==> src/rtl/framebuffer_scanout_pkg.sv <==
// framebuffer_scanout_pkg: 640x480@60 VGA geometry and the buffer-swap FSM state
// shared by the display-side scan-out path.
package framebuffer_scanout_pkg;
  localparam int CW      = 10;
  localparam int H_VIS   = 640;
  localparam int H_FP    = 16;
  localparam int H_SYNC  = 96;
  localparam int H_BP    = 48;
  localparam int H_TOTAL = H_VIS + H_FP + H_SYNC + H_BP;
  localparam int V_VIS   = 480;
  localparam int V_FP    = 10;
  localparam int V_SYNC  = 2;
  localparam int V_BP    = 33;
  localparam int V_TOTAL = V_VIS + V_FP + V_SYNC + V_BP;
  typedef enum logic {SW_IDLE, SW_PENDING} swap_state_e;
endpackage

==> src/rtl/framebuffer_scanout_vga_timing.sv <==
// framebuffer_scanout_vga_timing: pixel-enable divider, hc/vc raster counters and
// the visible/sync decodes plus per-tick vblank-start and frame-start strobes.
module framebuffer_scanout_vga_timing
  import framebuffer_scanout_pkg::*;
#(
  parameter int HVIS  = H_VIS,
  parameter int HFP   = H_FP,
  parameter int HSYNC = H_SYNC,
  parameter int HBP   = H_BP,
  parameter int VVIS  = V_VIS,
  parameter int VFP   = V_FP,
  parameter int VSYNC = V_SYNC,
  parameter int VBP   = V_BP
) (
  input  logic          clk_i,
  input  logic          rst_ni,
  output logic          pix_en_o,
  output logic [CW-1:0] hc_o,
  output logic [CW-1:0] vc_o,
  output logic          visible_o,
  output logic          hsync_o,
  output logic          vsync_o,
  output logic          vblank_start_o,
  output logic          frame_start_o
);
  localparam logic [CW-1:0] HV  = CW'(HVIS);
  localparam logic [CW-1:0] VV  = CW'(VVIS);
  localparam logic [CW-1:0] HS0 = CW'(HVIS + HFP);
  localparam logic [CW-1:0] HS1 = CW'(HVIS + HFP + HSYNC);
  localparam logic [CW-1:0] VS0 = CW'(VVIS + VFP);
  localparam logic [CW-1:0] VS1 = CW'(VVIS + VFP + VSYNC);
  localparam logic [CW-1:0] HL  = CW'(HVIS + HFP + HSYNC + HBP - 1);
  localparam logic [CW-1:0] VL  = CW'(VVIS + VFP + VSYNC + VBP - 1);
  logic          pix_en_q;
  logic [CW-1:0] hc_q, hc_d, vc_q, vc_d;
  always_comb begin
    hc_d = (hc_q == HL) ? '0 : hc_q + 1'b1;
    vc_d = (hc_q != HL) ? vc_q : ((vc_q == VL) ? '0 : vc_q + 1'b1);
  end
  // Counters hold the pixel about to be issued; they step only on tick edges.
  always_ff @(posedge clk_i or negedge rst_ni) begin
    if (!rst_ni) begin
      pix_en_q <= 1'b0;
      hc_q     <= '0;
      vc_q     <= '0;
    end else begin
      pix_en_q <= ~pix_en_q;
      if (pix_en_q) begin
        hc_q <= hc_d;
        vc_q <= vc_d;
      end
    end
  end
  assign pix_en_o       = pix_en_q;
  assign hc_o           = hc_q;
  assign vc_o           = vc_q;
  assign visible_o      = (hc_q < HV) && (vc_q < VV);
  assign hsync_o        = (hc_q >= HS0) && (hc_q < HS1);
  assign vsync_o        = (vc_q >= VS0) && (vc_q < VS1);
  assign vblank_start_o = pix_en_q && (hc_q == '0) && (vc_q == VV);
  assign frame_start_o  = pix_en_q && (hc_q == '0) && (vc_q == '0);
endmodule

==> src/rtl/framebuffer_scanout.sv <==
// framebuffer_scanout: reads the 1-bit framebuffer in raster order, maps bits to RGB
// on the VGA pins and swaps the displayed buffer only at the start of vblank.
module framebuffer_scanout
  import framebuffer_scanout_pkg::*;
#(
  parameter logic [23:0] FG_COLOR = 24'hFFFFFF,
  parameter logic [23:0] BG_COLOR = 24'h000000,
  parameter int          HVIS     = H_VIS,
  parameter int          HFP      = H_FP,
  parameter int          HSYNC    = H_SYNC,
  parameter int          HBP      = H_BP,
  parameter int          VVIS     = V_VIS,
  parameter int          VFP      = V_FP,
  parameter int          VSYNC    = V_SYNC,
  parameter int          VBP      = V_BP
) (
  input  logic          Clk,
  input  logic          Reset_n,
  input  logic          swap_req,
  input  logic          read_data,
  output logic [CW-1:0] ReadX,
  output logic [CW-1:0] ReadY,
  output logic          read_buf,
  output logic          swap_ack,
  output logic          frame_start,
  output logic          VGA_CLK,
  output logic [7:0]    VGA_R,
  output logic [7:0]    VGA_G,
  output logic [7:0]    VGA_B,
  output logic          VGA_HS,
  output logic          VGA_VS,
  output logic          VGA_BLANK_N,
  output logic          VGA_SYNC_N
);
  logic          tick, vis, hs, vs, vb_start, fs_strobe;
  logic [CW-1:0] hc, vc;
  logic [CW-1:0] read_x_q, read_y_q;
  logic          vis1_q, hs1_q, vs1_q;
  logic [23:0]   rgb_q;
  logic          hs2_q, vs2_q, blank_n_q, frame_start_q;
  swap_state_e   state_q;
  logic          read_buf_q, swap_ack_q, swap_go;

  framebuffer_scanout_vga_timing #(
    .HVIS(HVIS), .HFP(HFP), .HSYNC(HSYNC), .HBP(HBP),
    .VVIS(VVIS), .VFP(VFP), .VSYNC(VSYNC), .VBP(VBP)
  ) u_vga_timing (
    .clk_i         (Clk),
    .rst_ni        (Reset_n),
    .pix_en_o      (tick),
    .hc_o          (hc),
    .vc_o          (vc),
    .visible_o     (vis),
    .hsync_o       (hs),
    .vsync_o       (vs),
    .vblank_start_o(vb_start),
    .frame_start_o (fs_strobe)
  );

  // Stage 1 issues the address; stage 2 colours the returned bit, syncs ride along.
  always_ff @(posedge Clk or negedge Reset_n) begin
    if (!Reset_n) begin
      read_x_q      <= '0;
      read_y_q      <= '0;
      vis1_q        <= 1'b0;
      hs1_q         <= 1'b1;
      vs1_q         <= 1'b1;
      rgb_q         <= '0;
      hs2_q         <= 1'b1;
      vs2_q         <= 1'b1;
      blank_n_q     <= 1'b0;
      frame_start_q <= 1'b0;
    end else begin
      frame_start_q <= fs_strobe;
      if (tick) begin
        read_x_q  <= vis ? hc : '0;
        read_y_q  <= vis ? vc : '0;
        vis1_q    <= vis;
        hs1_q     <= ~hs;
        vs1_q     <= ~vs;
        rgb_q     <= vis1_q ? (read_data ? FG_COLOR : BG_COLOR) : '0;
        hs2_q     <= hs1_q;
        vs2_q     <= vs1_q;
        blank_n_q <= vis1_q;
      end
    end
  end

  // A request coinciding with vblank start swaps immediately instead of waiting a frame.
  assign swap_go = vb_start && ((state_q == SW_PENDING) || swap_req);

  always_ff @(posedge Clk or negedge Reset_n) begin
    if (!Reset_n) begin
      state_q    <= SW_IDLE;
      read_buf_q <= 1'b0;
      swap_ack_q <= 1'b0;
    end else begin
      swap_ack_q <= swap_go;
      read_buf_q <= read_buf_q ^ swap_go;
      state_q    <= vb_start ? SW_IDLE : (swap_req ? SW_PENDING : state_q);
    end
  end

  assign ReadX       = read_x_q;
  assign ReadY       = read_y_q;
  assign read_buf    = read_buf_q;
  assign swap_ack    = swap_ack_q;
  assign frame_start = frame_start_q;
  assign VGA_CLK     = tick;
  assign VGA_R       = rgb_q[23:16];
  assign VGA_G       = rgb_q[15:8];
  assign VGA_B       = rgb_q[7:0];
  assign VGA_HS      = hs2_q;
  assign VGA_VS      = vs2_q;
  assign VGA_BLANK_N = blank_n_q;
  assign VGA_SYNC_N  = 1'b0;
endmodule

==> config.mk <==
export PLATFORM = sky130hd
export DESIGN_NAME = framebuffer_scanout
export DESIGN_NICKNAME = d
export VERILOG_FILES = /design/src/rtl/framebuffer_scanout_pkg.sv /design/src/rtl/framebuffer_scanout_vga_timing.sv /design/src/rtl/framebuffer_scanout.sv
export SDC_FILE = /design/constraint.sdc
export NUM_CORES = 1
export LEC_CHECK = 0
export ABC_AREA = 1
export BUFFER_PORTS_ARGS = -buffer_cell sky130_fd_sc_hd__buf_4
export CAP_MARGIN = 20
export CORE_MARGIN = 2
export CORE_UTILIZATION = 45
export DETAILED_ROUTE_END_ITERATION = 7
export HOLD_SLACK_MARGIN = 0.08
export PLACE_DENSITY = 0.72
export SETUP_SLACK_MARGIN = 0.3
export SLEW_MARGIN = 20
export SYNTH_ARGS = -nofsm -noshare
export SYNTH_HDL_FRONTEND = slang
export SYNTH_HIERARCHICAL = 1
export SYNTH_SLANG_ARGS = --single-unit
==> constraint.sdc <==
create_clock -name Clk -period 2.71 [get_ports Clk]
set_input_delay 0.4065 -clock Clk [delete_from_list [all_inputs] [get_ports Clk]]
set_output_delay 0.4065 -clock Clk [all_outputs]
set_load 0.005 [all_outputs]
==> results by group, run 1 <==
Worst setup path
  • Worst path max stage delay: ~0.42 ns
  • CP delay by family, top: simple AND/OR/NAND/NOR gates
  • Crit end category: register
  • Crit-path cells: ha_1 -> nand2_1 -> nor2_2 -> nand3_2 -> nor2_2 -> nand2_1 -> nand2_1 -> nand2_1
  • CP startpoint kind: register
  • Largest fanout on the critical path: 11
  • Slowest-stage cell, CP: dfrtp_1
  • Critical path class: reg2reg
  • Most numerous cell on the critical path: nand2_1
  • Worst path required time: between 2 and 3 ns
  • CP Data Arrival Time: ~1.9 ns
  • Reg-to-reg setup timing slack: between 0.9 and 1 ns
  • CP Buf/Inv Count: 0

Clocking
  • Clock Path Buffers: 2
  • Worst-Skew Late Latency: about 0.3 ns
  • TritonCTS clock tree: done
  • Post-CTS Setup Bufs: 0
  • CTS Hold Bufs: 0
  • Number of CTS-inserted buffers: 5
  • # H-tree levels: 2
  • Reg clk slew, reported paths: about 0.090 ns
  • Post-CTS sizing: 0
  • Clk root buf: clkbuf_8
  • Clk sinks: 52

Die
  • Full die area: between 6000 and 7000 um^2
  • Core ar.: between 5000 and 6000 um^2
  • Die width: slightly above 80 um
  • Die Y-Extent: just over 80 um
  • Row Count: 28
  • Initial Utilization: between 40 and 50%
  • Io pins: 56

Synth
  • Main flop type after synthesis: dfrtp_1
  • Synth Instances: 330
  • Yosys warns: 6
  • Synth top area share: around 45%
  • Ys async rst share: 100%
  • Synth cell types: 27
  • Syn nets: around 340
  • Syn_area_per_cell: slightly above 8 um^2
  • #FFs+latches synth: between 50 and 60
  • Post-synth EDFFs: 0
  • Most frequent cell after synthesis: nand2_1
  • Sequential area share after synthesis: 48.6%
  • Synthesized cell area: approximately 2700 um^2
  • Synth top cells by count: nand2_1, dfrtp_1, nand3_1
  • Area leader, netlist: dfrtp_1
  • Synth area leaders: dfrtp_1, nand2_1, nand3_1

Finish
  • Share of layout cells above drive strength 1: a little under a quarter
  • Multi-input gate area: ~1000 um^2
  • Final Core Density: approximately 52%
  • Final instance area: approximately 3100 um^2
  • Area Growth Syn to Fin: 13.9%
  • Register area: about 1300 um^2
  • Nets: approximately 360
  • Fill count: around 530
  • Number of antenna diodes: 0
  • Non-filler cells, final: 431

Detailed routing
  • WL final: roughly 5.4 mm
  • Via density: approximately 5
  • DRC errors left: 0
  • Post-DRT Antenna Nets: 0
  • WL/cell: approximately 12 um
  • First-pass DRT Iterations: 5
  • DR vias: ~2.2k
  • 1st-iter DRT viols: 120

Timing
  • Unrepaired setup endpoints after global routing: no
  • Worst-margin pin slew: ~0.64 ns
  • Slew Viols, Final: 0
  • Final setup viols: 0
  • Crit path time final: around 1.7 ns
  • Clock Skew: 0.0124 ns
  • Rel. slew slack: 57.4%
  • Final clock period utilization by the worst path: 63.7%
  • Total negative setup slack: 0 ns
  • Hold slack final: approximately 0.11 ns
  • Peak Freq: slightly below 0.6 GHz
  • Hold Vio Cnt, Final: 0

Global routing
  • Gr ovfl total: 0
  • Vias in the first global route: between 1.5k and 2k
  • First-pass GRT wire length: about 9 mm
  • Gr usage total: 17.0%
  • Initial antenna violation count: 0
  • Pin count of the biggest net entering global routing: 53

Placed design
  • HPWL Detailed: 3.81 mm
  • IO Port Bufs: 54
  • GP Congestion: between 0.8 and 0.9
  • Dpl cells: 424
  • Placed Instance Area: about 2900 um^2

Run status
  • Outcome: completed

Power
  • P per Cell Area: 469 nW/um^2
  • Leakage: roughly 1.6 nW
  • Max rail drop VDD: ~240 uV

Flow run
  • Max Cap Viol: 0

Worst hold path
  • Worst hold path type: in2async
==> cells by family after synthesis <==
family,Yosys count,synth area share (%)
buffers and inverters,67,14.2
AOI/OAI and AO/OA,22,4.28
other,1,0.139
DFF,52,48.6
xor gates and xnor gates,5,1.63
adders and majority gates,4,1.86
and+or+nand+nor,179,29.3
==> stage by stage <==
step | worst slack (ns) | power [mW]
after CTS | 0.976 | 1.45
final | 0.983 | 1.44
after detailed placement | 1.03 | 0.846
after global placement | 1.06 | 0.846
after floorplan | 1.34 | 0.825
after global routing | 0.836 | 1.48
==> sequential cells by signal (all words and copies together), names as in the netlist <==
name	count
VGA_BLANK_N	1
rgb_q	1
u_vga_timing/vc_o	10
read_buf	1
vis1_q	1
hs1_q	1
swap_ack	1
ReadX	10
ReadY	10
VGA_VS	1
state_q	1
u_vga_timing/hc_o	10
u_vga_timing/pix_en_o	1
frame_start	1
VGA_HS	1
vs1_q	1
==> report_power, final <==
group          leakage (nW)  switching, mW  internal, mW
Clock                0.0642          0.244         0.363
Combinational         0.867         0.0240        0.0246
Sequential            0.662        0.00445         0.776
==> metal layers <==
metal	vias to the layer above	share of wire [%]	global-route usage (%)
met5	-	0	0
met4	0	1.3	6.27
met3	9	6.0	3.33
met2	72	47	26.8
li1	1078	-	-
met1	1026	45	23.1
==> layout make-up <==
| type | count | area share [%] |
|---|---|---|
| Timing Repair Buffer | 56 | 13.7 |
| Tap cell | 75 | 3.06 |
| Clock buffer | 5 | 2.25 |
| Sequential cell | 52 | 42.6 |
| Multi-Input combinational cell | 211 | 32.7 |
| Clock inverter | 2 | 1.96 |
| Inverter | 30 | 3.68 |
==> layout by cell type, fill, tap and decap left out <==
cell type	synthesis	routed
nand2_1	95	95
buf_4	24	56
dfrtp_1	48	48
nand3_1	44	44
inv_1	24	24
nor2_1	21	21
o21ai_0	8	8
o21ai_1	8	8
inv_2	6	6
nand4_1	6	6
clkbuf_8	0	5
xor2_1	5	5
dfstp_2	4	4
a21oi_1	4	4
nor3_1	4	4
nor2_2	4	4
ha_1	4	4
bufinv_16	0	2
conb_1	1	1
o211ai_1	1	1
a211oi_1	1	1
nand2_2	1	1
nor2_4	1	1
nand3_2	1	1
nand4_2	1	1
nor3_2	1	1
==> path summary, 6_finish.rpt <==
path | from | end | cells after the start
max in group asynchronous | Reset_n | u_vga_timing/vc_o[2] | 1
worst min register to register | VGA_HS | VGA_HS | 2
worst max register to register | u_vga_timing/hc_o[1] | u_vga_timing/vc_o[5] | 8
worst min-delay path | Reset_n | ReadY[7] | 1
worst max-delay path | u_vga_timing/hc_o[1] | u_vga_timing/vc_o[5] | 8
min in group Clk | read_data | rgb_q[22] | 3
No activity file was read; power rests on OpenSTA's default activity.
==> run 2, diff against run 1 <==
--- a/config.mk
+++ b/config.mk
@@ -5,7 +5,7 @@
 export SDC_FILE = /design/constraint.sdc
 export NUM_CORES = 1
 export LEC_CHECK = 0
-export ABC_AREA = 1
+export ABC_AREA = 0
 export BUFFER_PORTS_ARGS = -buffer_cell sky130_fd_sc_hd__buf_4
 export CAP_MARGIN = 20
 export CORE_MARGIN = 2
==> constraint.sdc (replaced) <==
create_clock -name Clk -period 1.6 [get_ports Clk]
set_input_delay 0.24 -clock Clk [delete_from_list [all_inputs] [get_ports Clk]]
set_output_delay 0.24 -clock Clk [all_outputs]
set_load 0.005 [all_outputs]
==> run 2 against run 1 <==
The run now ends with negative setup slack left. Clock-buffer cell count did not move. Area after synthesis fell by 2.5%. Wire length rose by 70%. Combinational power rose to 2.9 times the previous value. Hold slack improved by 0.059 ns. Die area fell by 2.4%. Largest cell class is now multi-input gates.
==> results by group, run 2 <==
Detailed routing
  • DR vias: roughly 2.4k
  • DRC errors left: 0
  • Via density: between 5 and 6
  • Post-DRT Antenna Nets: 0
  • First-pass DRT Iterations: 4
  • WL final: 9.12 mm
  • 1st-iter DRT viols: 238
  • WL/cell: ~21 um

Synth
  • Synth top area share: between 40% and 50%
  • Synth cell types: 46
  • Synthesized cell area: approximately 2600 um^2
  • Area leader, netlist: dfrtp_1
  • Main flop type after synthesis: dfrtp_1
  • Post-synth EDFFs: 0
  • Synth area leaders: dfrtp_1, buf_4, nand3_1
  • Ys async rst share: 100%
  • #FFs+latches synth: 52
  • Syn nets: 269
  • Syn_area_per_cell: 10.0 um^2
  • Synth Instances: 261
  • Sequential area share after synthesis: about 50%
  • Most frequent cell after synthesis: dfrtp_1
  • Synth top cells by count: dfrtp_1, inv_1, nand3_1
  • Yosys warns: 6

Timing
  • Worst-margin pin slew: around 0.66 ns
  • Hold Vio Cnt, Final: 0
  • Unrepaired setup endpoints after global routing: yes
  • Rel. slew slack: a little under three fifths
  • Final clock period utilization by the worst path: 119%
  • Peak Freq: 0.527 GHz
  • Total negative setup slack: -2.38 ns
  • Crit path time final: approximately 1.9 ns
  • Setup ws final: -0.299 ns
  • Slew Viols, Final: 0
  • Clock Skew: between 0.02 and 0.03 ns
  • Hold slack final: between 0.15 and 0.2 ns
  • Final setup viols: 17

Worst setup path
  • CP delay by family, top: simple AND/OR/NAND/NOR gates
  • Critical path class: reg2reg
  • CP Data Arrival Time: about 2.1 ns
  • Reg2Reg Depth: 7
  • Largest fanout on the critical path: 2
  • Slowest-stage cell, CP: dfrtp_1
  • Reg2reg start: u_vga_timing/vc_o[0]
  • Worst path required time: 1.84 ns
  • CP startpoint kind: register
  • Worst path max stage delay: 0.40 ns
  • Crit-path cells: inv_1 -> ha_1 -> nor4b_2 -> nand4b_1 -> nor3_2 -> o21a_1 -> xor2_1
  • Crit. Startpoint: u_vga_timing/vc_o[0]
  • Crit end category: register
  • Reg-to-reg setup timing slack: -0.30 ns
  • CP Buf/Inv Count: 1
  • Worst r2r dst: read_buf

Global routing
  • Gr usage total: between 20% and 30%
  • Gr ovfl total: 0
  • First-pass GRT wire length: about 13 mm
  • Initial antenna violation count: 0
  • Vias in the first global route: roughly 2.4k
  • Pin count of the biggest net entering global routing: 53

Finish
  • Final Core Density: 76.7%
  • Register area: between 1000 and 1500 um^2
  • Nets: 371
  • Most common cell after layout, fill and taps aside: buf_4
  • Fill count: 310
  • Area Growth Syn to Fin: 63.2%
  • Number of antenna diodes: 0
  • Share of layout cells above drive strength 1: about 60%
  • Commonest non-fill, non-tap cells in the layout: buf_4, dfrtp_1, buf_6
  • Multi-input gate area: about 1300 um^2

Power
  • Power, Total: 2.30 mW
  • Leakage: 2.02 nW
  • Max rail drop VDD: approximately 410 uV
  • P per Cell Area: between 500 and 600 nW/um^2

Clocking
  • Clk root buf: clkbuf_8
  • Clk sinks: 52
  • Number of CTS-inserted buffers: 5
  • Worst-Skew Late Latency: approximately 0.34 ns
  • TritonCTS clock tree: done
  • Reg clk slew, reported paths: 0.13 ns
  • Clock Path Buffers: 2
  • # H-tree levels: 2

Die
  • Io pins: between 50 and 60
  • Die width: 80.3 um
  • Initial Utilization: about 47%
  • Core ar.: 5570 um^2
  • Row Count: 27
  • Die Y-Extent: roughly 80 um
  • Full die area: between 6000 and 7000 um^2

Run status
  • Outcome: finished, violations left
  • Violated checks: negative setup slack

Worst hold path
  • Worst Hold Path Cells: 3
  • Hold path start: read_data
  • Hold EP: rgb_q[22]
  • Worst hold path type: in2reg

Flow run
  • Max Cap Viol: 0

Placed design
  • GP Congestion: ~0.84
  • IO Port Bufs: 54
  • HPWL Detailed: about 3.8 mm
  • Pre-CTS setup slack: -0.185 ns
==> run 2: cell count changes in the layout (fill, tap and decap cells not counted), sizes merged, moves of 7 or more <==
| cell | before | now |
|---|---|---|
| nand3 | 45 | 27 |
| o21ai | 16 | 25 |
| buf | 56 | 128 |
| nand2 | 96 | 14 |
| mux2 | 0 | 7 |
| nor2 | 26 | 15 |
==> run 2: how the worst max path moves through the flow <==
stage | slack, ns | end | depth (start not counted)
2_1_floorplan | -0.13 | u_vga_timing/vc_o[4] | 5
3_3_place_gp | -0.09 | u_vga_timing/vc_o[0] | 4
3_5_place_dp | -0.19 | read_buf | 8
4_1_cts | -0.15 | read_buf | 8
5_1_grt | -0.31 | read_buf | 7
6_report | -0.30 | read_buf | 7
==> run 2: through the flow <==
stage	instance area [um^2]	instances
6_report	4280	436
3_3_place_gp	3120	384
3_5_place_dp	3120	384
5_1_grt	4280	436
4_1_cts	3980	426
2_1_floorplan	2670	261
==> run 2: cell families (layout without fill, tap and decap cells) <==
group,Yosys count,count (layout),synth area share (%)
mux,10,10,4.30
flops,52,52,49.8
buf+inv,66,169,15.1
simple gates,82,82,17.2
other cells,1,1,0.143
fa+ha+maj,4,4,1.91
compound gates,35,35,7.83
xor+xnor,11,11,3.68
==> run 2: power breakdown <==
group	total, mW	switching (mW)	internal [mW]
clock network	0.842	0.518	0.324
registers	1.32	0.00354	1.32
logic	0.141	0.0612	0.0797
total	2.30	0.583	1.72
==> run 2: worst min-delay path: cells and delay by family <==
| family | cells | cell delay, ns |
|---|---|---|
| AO/OA/AOI/OAI | 1 | 0.07 |
| AND/OR/NAND/NOR | 1 | 0.07 |
| buffers and inverters | 1 | 0.11 |
==> run 2: layout make-up <==
class	count	share of cell area (%)
clock inverters	3	0.614
multi-input cells	143	31.4
well taps	72	2.11
repair buffers	131	30.9
inverters	30	2.75
flip-flops and latches	52	30.7
clock buffers	5	1.61
==> run 2: routing by layer <==
metal | wire length (um) | GRT usage [%]
met5 | 0 | 0
met4 | 401 | 9.49
met3 | 578 | 4.72
met2 | 4700 | 45.1
met1 | 3440 | 31.9
==> run 2: repair_timing <==
action / CTS / global route
pin swaps: 16 / 14
hold buffers: 1 / 0
cloned: 5 / 1
endpoints found under the hold margin: 48 / 0
endpoints found under the setup margin: 69 / 70
buffers inserted: 28 / 9
resized for setup: 118 / 42
==> run 3, diff against run 2 <==
--- a/config.mk
+++ b/config.mk
@@ -8,12 +8,13 @@
 export ABC_AREA = 0
 export BUFFER_PORTS_ARGS = -buffer_cell sky130_fd_sc_hd__buf_4
 export CAP_MARGIN = 20
+export CORE_ASPECT_RATIO = 1.1
 export CORE_MARGIN = 2
 export CORE_UTILIZATION = 45
 export DETAILED_ROUTE_END_ITERATION = 7
 export HOLD_SLACK_MARGIN = 0.08
 export PLACE_DENSITY = 0.72
-export SETUP_SLACK_MARGIN = 0.3
+export SETUP_SLACK_MARGIN = 0.05
 export SLEW_MARGIN = 20
 export SYNTH_ARGS = -nofsm -noshare
 export SYNTH_HDL_FRONTEND = slang
==> run 3 against run 2 <==
The flow still finishes with violations (negative setup slack). Cell area decreased by 19%. Critical path type unchanged. Setup slack improved by 0.19 ns. Total power decreased by 5.7%. Clock skew decreased by 0.025 ns. Sequential power about the same.
==> results by group, run 3 (synthesis results as in run 2) <==
Finish
  • Final instance area: around 3500 um^2
  • Share of layout cells above drive strength 1: about 44%
  • Nets: approximately 340
  • Register area: about 1300 um^2
  • Commonest non-fill, non-tap cells in the layout: buf_4, dfrtp_1, nand3_1
  • Area Growth Syn to Fin: 31.6%
  • Multi-input gate area: approximately 1100 um^2
  • Fill count: 440
  • Number of antenna diodes: 0
  • Non-filler cells, final: about 410
  • Most common cell after layout, fill and taps aside: buf_4

Clocking
  • Reg clk slew, reported paths: around 0.09 ns
  • Number of CTS-inserted buffers: 5
  • Clk root buf: clkbuf_8
  • TritonCTS clock tree: done
  • Worst-Skew Late Latency: approximately 0.3 ns
  • Clock Path Buffers: 2
  • # H-tree levels: 2
  • Clk sinks: 52

Timing
  • Worst-margin pin slew: between 0.6 and 0.7 ns
  • Hold Vio Cnt, Final: 0
  • Rel. slew slack: 56.5%
  • Final setup viols: 10
  • Peak Freq: 0.585 GHz
  • Final clock period utilization by the worst path: 107%
  • Crit path time final: ~1.7 ns
  • Hold slack final: around 0.16 ns
  • Unrepaired setup endpoints after global routing: yes
  • Slew Viols, Final: 0
  • Setup ws final: -0.108 ns
  • Clock Skew: approximately 0.0029 ns

Worst setup path
  • CP Data Arrival Time: 1.90 ns
  • Critical path class: reg2reg
  • Largest fanout on the critical path: 4
  • Worst path required time: around 1.8 ns
  • Reg2reg start: u_vga_timing/vc_o[0]
  • CP startpoint kind: register
  • Crit end category: register
  • Crit. Startpoint: u_vga_timing/vc_o[0]

Detailed routing
  • First-pass DRT Iterations: 4
  • 1st-iter DRT viols: approximately 170
  • WL final: about 5.8 mm
  • Post-DRT Antenna Nets: 0
  • DRC errors left: 0
  • DR vias: approximately 2.1k
  • Via density: 5.05
  • WL/cell: 14.2 um

Placed design
  • Pre-CTS setup slack: -0.133 ns
  • Placed Instance Area: around 3100 um^2
  • HPWL Detailed: 3.76 mm
  • IO Port Bufs: 54
  • Dpl cells: 389
  • GP Congestion: around 0.85

Global routing
  • Pin count of the biggest net entering global routing: 53
  • Initial antenna violation count: 0
  • Gr usage total: between 10% and 20%
  • Gr ovfl total: 0
  • First-pass GRT wire length: approximately 9.5 mm
  • Vias in the first global route: between 2k and 2.5k

Die
  • Row Count: 29
  • Core ar.: between 5000 and 6000 um^2
  • Die width: around 77 um
  • Io pins: 56
  • Full die area: 6450 um^2
  • Die Y-Extent: between 80 and 90 um
  • Initial Utilization: a little under half

Run status
  • Outcome: finished, violations left
  • Violated checks: negative setup slack

Power
  • P per Cell Area: between 600 and 700 nW/um^2
  • Max rail drop VDD: about 400 uV
  • Power, Total: 2.17 mW
  • Leakage: 1.69 nW

Worst hold path
  • Hold path start: read_data
  • Worst hold path type: in2reg

Flow run
  • Max Cap Viol: 0
run 3: cell types whose count changed in the layout (fill, tap and decap cells not counted), sizes merged:
cell,delta
clkinv,-1
inv,-2
clkinvlp,+1
clkbuf,+1
buf,-30
bufbuf,-1
run 3: per-stage QoR:
stage               util (%)  TNS, ns
floorplan                  -   -0.218
global placement        54.7   -0.241
detailed placement      54.7   -0.683
CTS                     59.1   -0.308
global route            60.6    -1.82
finish                  60.6   -0.652
run 3: area by class of cell:
type / count / share of cell area [%]
clock inverter: 1 / 0.218
clock buffer: 7 / 2.50
multi-input combinational: 143 / 30.6
timing repair buffer: 99 / 22.7
sequential: 52 / 37.9
tap: 77 / 2.79
inverter: 30 / 3.26
run 3: routing by layer:
metal | wire [um] | vias to the layer above | global-route usage [%]
li1 | - | 989 | -
met1 | 2430 | 980 | 23.0
met2 | 2890 | 84 | 31.1
met3 | 321 | 12 | 4.33
met4 | 152 | 0 | 7.60
met5 | 0 | - | 0
run 3: report_power, final:
part	switching [mW]	leakage, nW	internal, mW
clock	0.413	0.0445	0.352
sequential	0.00737	0.661	1.31
combinational	0.0410	0.990	0.0424
total	0.462	1.69	1.71
run 3: final timing paths:
path / slack (ns) / to / cells after the start
min in group asynchronous: 0.49 / ReadX[3] / 2
max in group asynchronous: 0.62 / rgb_q[22] / 2
min reg2reg: 0.47 / read_buf / 1
min: 0.16 / rgb_q[22] / 3
max reg2reg: -0.11 / u_vga_timing/vc_o[8] / 7
max: -0.11 / u_vga_timing/vc_o[8] / 7
run 3: worst max-delay path, stage by stage (launching register included):
cell,delay (ns)
dfrtp_1,0.39
buf_4,0.12
buf_4,0.11
ha_1,0.19
nand3_1,0.13
nor2_1,0.21
nand4_1,0.15
mux2_2,0.30
run 3: repair_timing:
action,4_1_cts,5_1_grt
hold buffers,1,0
buffers inserted,7,4
cloned,1,0
setup endpoints to repair,36,42
gates resized for setup,22,19
pin swaps,8,10
hold endpoints to repair,48,0
